`src/rtl/rv32_pipeline_pkg.sv`:
```
// rtl/rv32_pipeline_pkg.sv - shared RV32 pipeline types and constants used by the fetch stage
package rv32_pipeline_pkg;

    localparam int INSTR_WIDTH = 32;
    localparam int PC_WIDTH    = 32;
    localparam logic [PC_WIDTH-1:0] PC_INCR = 32'd4;

    typedef struct packed {
        logic [PC_WIDTH-1:0]    pc;
        logic [INSTR_WIDTH-1:0] instr;
        logic                   filled;
    } fetch_entry_t;

    typedef struct packed {
        logic [PC_WIDTH-1:0]    pc;
        logic [INSTR_WIDTH-1:0] instr;
    } fetch_pkt_t;

    // Sequential next fetch address; wraps naturally at the top of the address space.
    function automatic logic [PC_WIDTH-1:0] next_pc(input logic [PC_WIDTH-1:0] pc);
        return pc + PC_INCR;
    endfunction

endpackage

```
`src/rtl/fetch_ring_buf.sv`:
```
// rtl/fetch_ring_buf.sv - allocate-at-request ring buffer holding fetched {pc, instr} entries
module fetch_ring_buf
    import rv32_pipeline_pkg::*;
#(
    parameter int DEPTH = 2,
    localparam int PW = $clog2(DEPTH),
    localparam int CW = PW + 1
) (
    input  logic                   clk,
    input  logic                   rst_n,
    input  logic                   i_flush,
    input  logic                   i_alloc,
    input  logic [PC_WIDTH-1:0]    i_alloc_pc,
    input  logic                   i_fill,
    input  logic [INSTR_WIDTH-1:0] i_fill_instr,
    input  logic                   i_pop,
    output logic [CW-1:0]          o_count,
    output logic [CW-1:0]          o_unfilled,
    output logic                   o_head_filled,
    output fetch_pkt_t             o_head_pkt
);

    fetch_entry_t  r_mem [DEPTH];
    logic [PW-1:0] r_alloc_ptr;
    logic [PW-1:0] r_fill_ptr;
    logic [PW-1:0] r_head_ptr;
    logic [CW-1:0] r_count;
    logic [CW-1:0] r_unfilled;
    fetch_pkt_t    r_last_pkt;

    logic          w_head_filled;

    assign w_head_filled = r_mem[r_head_ptr].filled;

    // Entry storage and pointers; a flush drops every entry but keeps payload bits.
    always_ff @(posedge clk or negedge rst_n) begin
        if (!rst_n) begin
            for (int i = 0; i < DEPTH; i++) begin
                r_mem[i] <= '0;
            end
            r_alloc_ptr <= '0;
            r_fill_ptr  <= '0;
            r_head_ptr  <= '0;
            r_count     <= '0;
            r_unfilled  <= '0;
        end else if (i_flush) begin
            for (int i = 0; i < DEPTH; i++) begin
                r_mem[i].filled <= 1'b0;
            end
            r_alloc_ptr <= '0;
            r_fill_ptr  <= '0;
            r_head_ptr  <= '0;
            r_count     <= '0;
            r_unfilled  <= '0;
        end else begin
            // Pop, alloc and fill always target distinct slots, so order here is immaterial.
            if (i_pop) begin
                r_mem[r_head_ptr].filled <= 1'b0;
                r_head_ptr <= r_head_ptr + PW'(1);
            end
            if (i_alloc) begin
                r_mem[r_alloc_ptr].pc     <= i_alloc_pc;
                r_mem[r_alloc_ptr].filled <= 1'b0;
                r_alloc_ptr <= r_alloc_ptr + PW'(1);
            end
            if (i_fill) begin
                r_mem[r_fill_ptr].instr  <= i_fill_instr;
                r_mem[r_fill_ptr].filled <= 1'b1;
                r_fill_ptr <= r_fill_ptr + PW'(1);
            end
            r_count    <= r_count + CW'(i_alloc) - CW'(i_pop);
            r_unfilled <= r_unfilled + CW'(i_alloc) - CW'(i_fill);
        end
    end

    // Remember the last presented payload so the decode-side fields hold while empty.
    always_ff @(posedge clk or negedge rst_n) begin
        if (!rst_n) begin
            r_last_pkt <= '0;
        end else if (w_head_filled) begin
            r_last_pkt <= '{pc: r_mem[r_head_ptr].pc, instr: r_mem[r_head_ptr].instr};
        end
    end

    assign o_count       = r_count;
    assign o_unfilled    = r_unfilled;
    assign o_head_filled = w_head_filled;
    assign o_head_pkt    = w_head_filled ?
                           '{pc: r_mem[r_head_ptr].pc, instr: r_mem[r_head_ptr].instr} :
                           r_last_pkt;

endmodule

```
`src/rtl/instruction_fetch_stage.sv`:
```
// rtl/instruction_fetch_stage.sv - RV32 fetch stage: PC, issue, drop accounting; optional FETCH_MISALIGN_CHECK_EN
module instruction_fetch_stage
    import rv32_pipeline_pkg::*;
#(
    parameter logic [31:0] RESET_PC        = 32'h0000_0000,
    parameter int          FETCH_BUF_DEPTH = 2
) (
    input  logic                   clk,
    input  logic                   rst_n,
    output logic                   imem_req_valid,
    input  logic                   imem_req_ready,
    output logic [PC_WIDTH-1:0]    imem_req_addr,
    input  logic                   imem_rsp_valid,
    input  logic [INSTR_WIDTH-1:0] imem_rsp_data,
    input  logic                   redirect_valid,
    input  logic [PC_WIDTH-1:0]    redirect_pc,
    output logic                   if_valid,
    input  logic                   if_ready,
    output logic [INSTR_WIDTH-1:0] if_instruction,
    output logic [PC_WIDTH-1:0]    if_pc,
    output logic                   fetch_misaligned
);

    localparam int CW = $clog2(FETCH_BUF_DEPTH) + 1;

    logic [PC_WIDTH-1:0] r_pc;
    logic [CW-1:0]       r_drop_cnt;

    logic [CW-1:0]       w_count;
    logic [CW-1:0]       w_unfilled;
    logic                w_head_filled;
    fetch_pkt_t          w_head_pkt;
    logic [CW:0]         w_occupancy;
    logic                w_fetch_blocked;
    logic [PC_WIDTH-1:0] w_target;
    logic                w_req_fire;
    logic                w_fill;
    logic                w_pop;

`ifdef FETCH_MISALIGN_CHECK_EN
    logic r_misaligned;

    // Sticky misalignment flag: set by an unaligned redirect, cleared by an aligned one.
    always_ff @(posedge clk or negedge rst_n) begin
        if (!rst_n) begin
            r_misaligned <= 1'b0;
        end else if (redirect_valid) begin
            r_misaligned <= |redirect_pc[1:0];
        end
    end

    assign w_fetch_blocked  = r_misaligned;
    assign w_target         = redirect_pc;
    assign fetch_misaligned = r_misaligned;
`else
    assign w_fetch_blocked  = 1'b0;
    assign w_target         = redirect_pc & ~32'h3;
    assign fetch_misaligned = 1'b0;
`endif

    // Dropped in-flight responses still occupy memory-side credit, so they count against depth.
    assign w_occupancy    = {1'b0, w_count} + {1'b0, r_drop_cnt};
    assign imem_req_valid = rst_n && !redirect_valid && !w_fetch_blocked &&
                            (w_occupancy < (CW+1)'(FETCH_BUF_DEPTH));
    assign imem_req_addr  = r_pc;
    assign w_req_fire     = imem_req_valid && imem_req_ready;
    assign w_fill         = imem_rsp_valid && !redirect_valid && (r_drop_cnt == '0);
    assign if_valid       = w_head_filled && !redirect_valid;
    assign w_pop          = if_valid && if_ready;
    assign if_pc          = w_head_pkt.pc;
    assign if_instruction = w_head_pkt.instr;

    // Program counter: redirect wins, otherwise advance on each accepted request.
    always_ff @(posedge clk or negedge rst_n) begin
        if (!rst_n) begin
            r_pc <= RESET_PC;
        end else if (redirect_valid) begin
            r_pc <= w_target;
        end else if (w_req_fire) begin
            r_pc <= next_pc(r_pc);
        end
    end

    // Drop credits: every outstanding request orphaned by a redirect must be discarded on return.
    always_ff @(posedge clk or negedge rst_n) begin
        if (!rst_n) begin
            r_drop_cnt <= '0;
        end else if (redirect_valid) begin
            r_drop_cnt <= r_drop_cnt + w_unfilled - CW'(imem_rsp_valid);
        end else if (imem_rsp_valid && (r_drop_cnt != '0)) begin
            r_drop_cnt <= r_drop_cnt - CW'(1);
        end
    end

    fetch_ring_buf #(
        .DEPTH (FETCH_BUF_DEPTH)
    ) u_ring_buf (
        .clk           (clk),
        .rst_n         (rst_n),
        .i_flush       (redirect_valid),
        .i_alloc       (w_req_fire),
        .i_alloc_pc    (r_pc),
        .i_fill        (w_fill),
        .i_fill_instr  (imem_rsp_data),
        .i_pop         (w_pop),
        .o_count       (w_count),
        .o_unfilled    (w_unfilled),
        .o_head_filled (w_head_filled),
        .o_head_pkt    (w_head_pkt)
    );

endmodule
```
`config.mk`:
```
export PLATFORM = sky130hd
export DESIGN_NAME = instruction_fetch_stage
export DESIGN_NICKNAME = d
export VERILOG_FILES = /design/src/rtl/rv32_pipeline_pkg.sv /design/src/rtl/fetch_ring_buf.sv /design/src/rtl/instruction_fetch_stage.sv
export SDC_FILE = /design/constraint.sdc
export NUM_CORES = 1
export LEC_CHECK = 0
export CORE_MARGIN = 2
export CORE_UTILIZATION = 30
export CTS_CLUSTER_DIAMETER = 60
export CTS_CLUSTER_SIZE = 40
export DETAILED_ROUTE_END_ITERATION = 6
export HOLD_SLACK_MARGIN = 0.06
export MAX_ROUTING_LAYER = met4
export PLACE_DENSITY_LB_ADDON = 0.12
export SYNTH_ARGS = -nofsm -noshare
export SYNTH_HDL_FRONTEND = slang
export SYNTH_SLANG_ARGS = --single-unit
```
`constraint.sdc`:
```
create_clock -name clk -period 4.56 [get_ports clk]
set_input_delay 1.368 -clock clk [delete_from_list [all_inputs] [get_ports clk]]
set_output_delay 1.368 -clock clk [all_outputs]
set_load 0.05 [all_outputs]
```
==> results of run 1 <==
kinds of logic after synthesis:
kind of cell | synth area share
DFF | 0.575
and+or+nand+nor | 0.0904
muxes | 0.193
AOI/OAI and AO/OA | 0.0849
buffers and inverters | 0.0316
xor gates and xnor gates | 0.0123
adders and majority gates | 0.0121
other | 0.000376
power groups by stage:
stage	registers, mW	clock network [mW]	logic (mW)
2_1_floorplan	3.23	0	2.24
3_3_place_gp	3.21	0	3.29
3_5_place_dp	3.23	0	3.31
4_1_cts	3.20	2.19	3.32
5_1_grt	3.29	2.28	3.53
6_report	3.19	2.11	3.27
cell type report:
class / instances / share of cell area
inverter: 14 / 0.00411
timing repair buffer: 176 / 0.128
clock buffer: 32 / 0.0558
clock inverter: 16 / 0.0119
antenna: 1 / 0.000196
tap: 442 / 0.0432
sequential: 229 / 0.448
multi-input combinational: 537 / 0.308
placed cells by master (no fill, tap or decap), types with 12 or more instances in the layout:
cell / synthesis / final
nand2_1: 124 / 123
inv_1: 13 / 13
mux2i_1: 64 / 63
mux2_2: 106 / 106
clkbuf_16: 0 / 27
nor2_1: 18 / 18
nand3_1: 12 / 12
clkdlybuf4s50_1: 0 / 111
o311ai_1: 17 / 17
o21ai_0: 81 / 81
buf_4: 4 / 60
dfrtp_1: 229 / 228
state kept, by name, indices dropped and copies added (netlist names):
| name | cells |
|---|---|
| u_ring_buf.r_alloc_ptr | 1 |
| u_ring_buf.o_count | 2 |
| u_ring_buf.r_head_ptr | 1 |
| u_ring_buf.o_unfilled | 2 |
| r_drop_cnt | 2 |
| u_ring_buf.r_mem | 126 |
| u_ring_buf.r_fill_ptr | 1 |
| imem_req_addr | 30 |
| u_ring_buf.r_last_pkt | 64 |
per-stage QoR:
stage	util	power, mW	instance area (µm²)	setup WS, ns
after global placement	0.366	6.50	11900	0.618
after floorplan	-	5.47	9970	0.766
after detailed placement	0.366	6.55	11900	0.604
after CTS	0.392	8.71	12800	0.288
after global routing	0.392	9.10	12800	0.207
final	0.392	8.57	12800	0.377
path summary, 6_finish.rpt:
kind                                            start  cells after the start                   endpoint  slack (ns)
worst max-delay path            u_ring_buf.r_head_ptr                      5          if_instruction[4]        0.38
worst min-delay path            u_ring_buf.r_mem[112]                      2      u_ring_buf.r_mem[112]        0.48
worst max register to register          r_drop_cnt[0]                      6      u_ring_buf.r_mem[126]        1.26
worst min register to register  u_ring_buf.r_mem[112]                      2      u_ring_buf.r_mem[112]        0.48
max in group asynchronous                       rst_n                      3      u_ring_buf.r_mem[114]        2.16
min in group asynchronous                       rst_n                      1  u_ring_buf.r_last_pkt[23]        0.66
routing by layer:
layer / GRT usage / share of wire / up-vias
li1: - / - / 3265
met1: 0.217 / 0.50 / 3316
met3: 0.0354 / 0.060 / 26
met2: 0.226 / 0.43 / 158
met5: - / 0 / -
met4: 0.0309 / 0.013 / 0
critical path, cell delays in order (launching register included):
cell and delay [ns]:
dfrtp_4 0.61, mux2i_4 0.32, buf_12 0.28, nand2_1 0.08, o21ai_0 0.13, clkdlybuf4s50_1 0.86
==> results.md, run 1 <==
- Status: finished clean
- CP Capture Type: output pin
- Gpl congestion: 0.776
- Final hold violations: 0
- Top cells by count, synth: dfrtp_1, nand2_1, mux2_2
- Post-CTS sizing: 0
- Antenna violations before repair: 1
- First-pass GRT wire length: 40.2 mm
- Via count: 6765
- Core area: 0.0326 mm²
- Vias in the first global route: 6846
- Comb power frac: 0.382
- WL/cell: 17.9 µm
- Via/cell ratio: 4.68
- Distinct cell type count after synthesis: 51
- Longest Clk Path Bufs: 3
- 1st-iter DRT viols: 396
- Top post-synthesis cells by area: dfrtp_1, mux2_2, mux2i_1
- Antenna viol nets, final: 0
- Max Fanout on Critical Path: 67
- Post-Syn Area: 0.00996 mm²
- Final wirelength: 25.9 mm
- CTS buffer count: 26
- Max-Cap Viols: 0
- Tmin final: 4.18 ns
- Multi-input gate area: 0.00395 mm²
- Yosys reg bits: 229
- Fin nets: 1063
- P&R area growth vs syn: 28.4%
- Final global-route overflow total: 0
- Fillers: 3224
- # hold bufs at CTS: 0
- FF/Latch Area: 0.00573 mm²
- Setup total negative slack: 0 ns
- Int Power: 5.21 mW
- Final cycle utilization of the critical path: 0.917
- Num ports: 169
- Switching Share: 0.392
- Worst vdd ir: 0.280 mV
- Worst hold slack: 0.480 ns
- Least-Margin Pin Slew: 1.14 ns
- Pre-antenna DRT Iters: 4
- Pleak: 5.63 nW
- Port buffer count: 163
- Top FF cell, synth: dfrtp_1
- Postcts setup bufs: 0
- Die height: 186 µm
- Worst rel slew slack: 0.241
- Initial Util: 0.305
- CP Launch Type: register
- Top-count cell post-synth: dfrtp_1
- Clock Latency Late Sink: 0.53 ns
- Site Rows: 66
- Placed Cells: 1398
- Share of layout cells above drive strength 1: 0.236
- H-tree depth: 1
- Largest net degree at the start of global routing: 68
- DP Wirelength: 17.1 mm
- Fin. max-slew vios: 0
- Root Driver: clkbuf_16
- Clock-pin slew on the worst setup and hold paths: 0.06 ns
- GRT Overall Usage: 0.154
- Post-Synthesis Cells: 829
- Worst Path Arrival: 2.82 ns
- Synth warn: 0
- RSZ-0062 raised after global routing: no
- Register area share after synthesis: 0.575
- Remaining DRCs: 0
- Fin cells: 1447
- CTS tree: done
- Register share of total power: 0.372
- Largest area contributor in the netlist: dfrtp_1
- CTS sink cnt: 229
- Switching power: 3.35 mW
- Synth top area share: 0.575
- Max Freq: 239 MHz
- Hold Crit Class: reg2reg
- Final setup violating endpoints: 0
- Pwr dens: 669 mW/mm²
- Die width: 186 µm
- Die ar.: 0.0347 mm²
- Post-synth EDFFs: 0
- WP data required: 3.19 ns
- Syn Area/Cell: 12.0 µm²
- Clock network fraction of total power: 0.246
- Async S/R FF share, synth: 1.00
- Worst Skew: 0.0199 ns
- Critical path type: reg2out
Note: power is estimated with default switching activity, not from simulation.
==> run 2: changes to the inputs <==
--- a/config.mk
+++ b/config.mk
@@ -7,12 +7,14 @@
 export LEC_CHECK = 0
 export CORE_MARGIN = 2
 export CORE_UTILIZATION = 30
+export CTS_BUF_LIST = sky130_fd_sc_hd__clkbuf_4 sky130_fd_sc_hd__clkbuf_8
 export CTS_CLUSTER_DIAMETER = 60
 export CTS_CLUSTER_SIZE = 40
 export DETAILED_ROUTE_END_ITERATION = 6
 export HOLD_SLACK_MARGIN = 0.06
 export MAX_ROUTING_LAYER = met4
 export PLACE_DENSITY_LB_ADDON = 0.12
+export SKIP_CTS_REPAIR_TIMING = 1
 export SYNTH_ARGS = -nofsm -noshare
 export SYNTH_HDL_FRONTEND = slang
 export SYNTH_SLANG_ARGS = --single-unit
==> run 2 against run 1 <==
Net effect: clock-buffer cell count is the same; final cell count stayed put; wire length is 0.17% higher; non-clock buffer count unchanged; maximum frequency decreased by 1.2%; first-iteration DRC count rose by 2.3%; flip-flop and latch count unchanged; global-route usage hardly changed; critical path depth did not move; register-to-register slack worse by 0.02 ns; via count up 0.13%; sequential share of layout area up 1.0 points; critical path type unchanged; highest routed layer unchanged.
==> results.md, run 2 (synthesis gave the netlist of run 1 again) <==
- Via count: 6774
- Port buffer count: 163
- First-pass GRT wire length: 40.2 mm
- CP Capture Type: output pin
- Antenna viol nets, final: 0
- Critical path type: reg2out
- CTS sink cnt: 229
- Share of layout cells above drive strength 1: 0.239
- Via/cell ratio: 4.68
- P&R area growth vs syn: 25.5%
- Worst vdd ir: 0.292 mV
- Tmin final: 4.23 ns
- Commonest non-fill, non-tap cells in the layout: dfrtp_1, nand2_1, clkdlybuf4s50_1
- Die width: 186 µm
- Final global-route overflow total: 0
- Fin nets: 1063
- CTS buffer count: 26
- CP peak stage delay: 0.86 ns
- Largest net degree at the start of global routing: 68
- Least-Margin Pin Slew: 1.15 ns
- RSZ-0062 raised after global routing: no
- Longest Clk Path Bufs: 3
- Die ar.: 0.0347 mm²
- WL/cell: 17.9 µm
- Worst Skew: 0.0373 ns
- Final hold violations: 0
- Clock-pin slew on the worst setup and hold paths: 0.09 ns
- Worst rel slew slack: 0.235
- CP Launch Type: register
- Dpl cell area: 0.0119 mm²
- Fillers: 3259
- Max FFs per register: 126
- Max stage delay cell, worst path: clkdlybuf4s50_1
- Final setup violating endpoints: 0
- Clock Latency Late Sink: 0.59 ns
- Antenna violations before repair: 1
- Hold Crit Class: reg2reg
- Core area: 0.0326 mm²
- Post-route cell area: 0.0125 mm²
- Fin. max-slew vios: 0
- Max Freq: 236 MHz
- Num ports: 169
- Initial Util: 0.305
- Vias in the first global route: 6860
- CTS tree: done
- Status: finished clean
- Site Rows: 66
- DP Wirelength: 17.1 mm
- Gpl congestion: 0.776
- Final cycle utilization of the critical path: 0.928
- Remaining DRCs: 0
- Die height: 186 µm
- Top reg by flops: u_ring_buf.r_mem
- Pre-antenna DRT Iters: 5
- WP data required: 3.19 ns
- CP Cell Sequence: mux2i_4 > buf_12 > nand2_1 > o21ai_0 > clkdlybuf4s50_1
- Final wirelength: 25.9 mm
- Max Fanout on Critical Path: 67
- GRT Overall Usage: 0.154
- H-tree depth: 1
- Commonest non-fill, non-tap cell in the layout: dfrtp_1
- Setup total negative slack: 0 ns
- 1st-iter DRT viols: 405
- Root Driver: clkbuf_8
- Worst Path Arrival: 2.87 ns
- Pwr dens: 640 mW/mm²
- Max-Cap Viols: 0
- Pleak: 5.50 nW
run 2: cell counts in the layout (fill, tap and decap cells not counted):
Identical to the previous run, type by type.
run 2: routing by layer:
metal  GRT usage  routed length, µm
met1       0.216              12700
met2       0.227              11200
met3      0.0343               1670
met4      0.0359                403
met5           -                  0
run 2: path summary, 6_finish.rpt:
| kind | startpoint | to | slack, ns | cells after the start |
|---|---|---|---|---|
| min | u_ring_buf.r_mem[112] | u_ring_buf.r_mem[112] | 0.49 | 2 |
| max in group asynchronous | rst_n | imem_req_addr[24] | 2.21 | 3 |
| min reg2reg | u_ring_buf.r_mem[112] | u_ring_buf.r_mem[112] | 0.49 | 2 |
| max | u_ring_buf.r_head_ptr | if_instruction[4] | 0.33 | 5 |
| max reg2reg | r_drop_cnt[0] | u_ring_buf.r_mem[126] | 1.24 | 6 |
| min in group asynchronous | rst_n | u_ring_buf.r_last_pkt[23] | 0.60 | 1 |
run 2: worst max-delay path: cells and delay by family, from the launching register on:
family	cells	cell delay [ns]
and+or+nand+nor	1	0.08
muxes	1	0.32
buffers and inverters	2	1.14
AOI/OAI and AO/OA	1	0.13
DFF	1	0.62
run 2: area by class of cell:
cell class	instances	area, µm²	share of cell area
Antenna cell	1	2.50	0.000200
Clock buffer	32	422	0.0337
Clock inverter	16	153	0.0122
Inverter	14	52.6	0.00420
Multi-Input combinational cell	537	3950	0.316
Sequential cell	229	5730	0.459
Tap cell	442	553	0.0442
Timing Repair Buffer	176	1640	0.131
run 2: power breakdown:
| group | switching, mW | total (mW) | internal [mW] |
|---|---|---|---|
| combinational | 2.05 | 3.27 | 1.21 |
| sequential | 0.389 | 3.18 | 2.79 |
| clock | 0.849 | 1.55 | 0.705 |
| total | 3.29 | 8.00 | 4.71 |
run 2: stage by stage:
stage	hold WS [ns]	total power [mW]	cells	setup slack (ns)	util
6_report	0.486	8.00	1447	0.327	0.383
5_1_grt	0.505	8.53	1447	0.137	0.383
4_1_cts	0.491	8.14	1446	0.225	0.383
3_5_place_dp	0.470	6.55	1398	0.604	0.366
3_3_place_gp	0.462	6.50	1398	0.618	0.366
2_1_floorplan	0.449	5.47	831	0.766	-
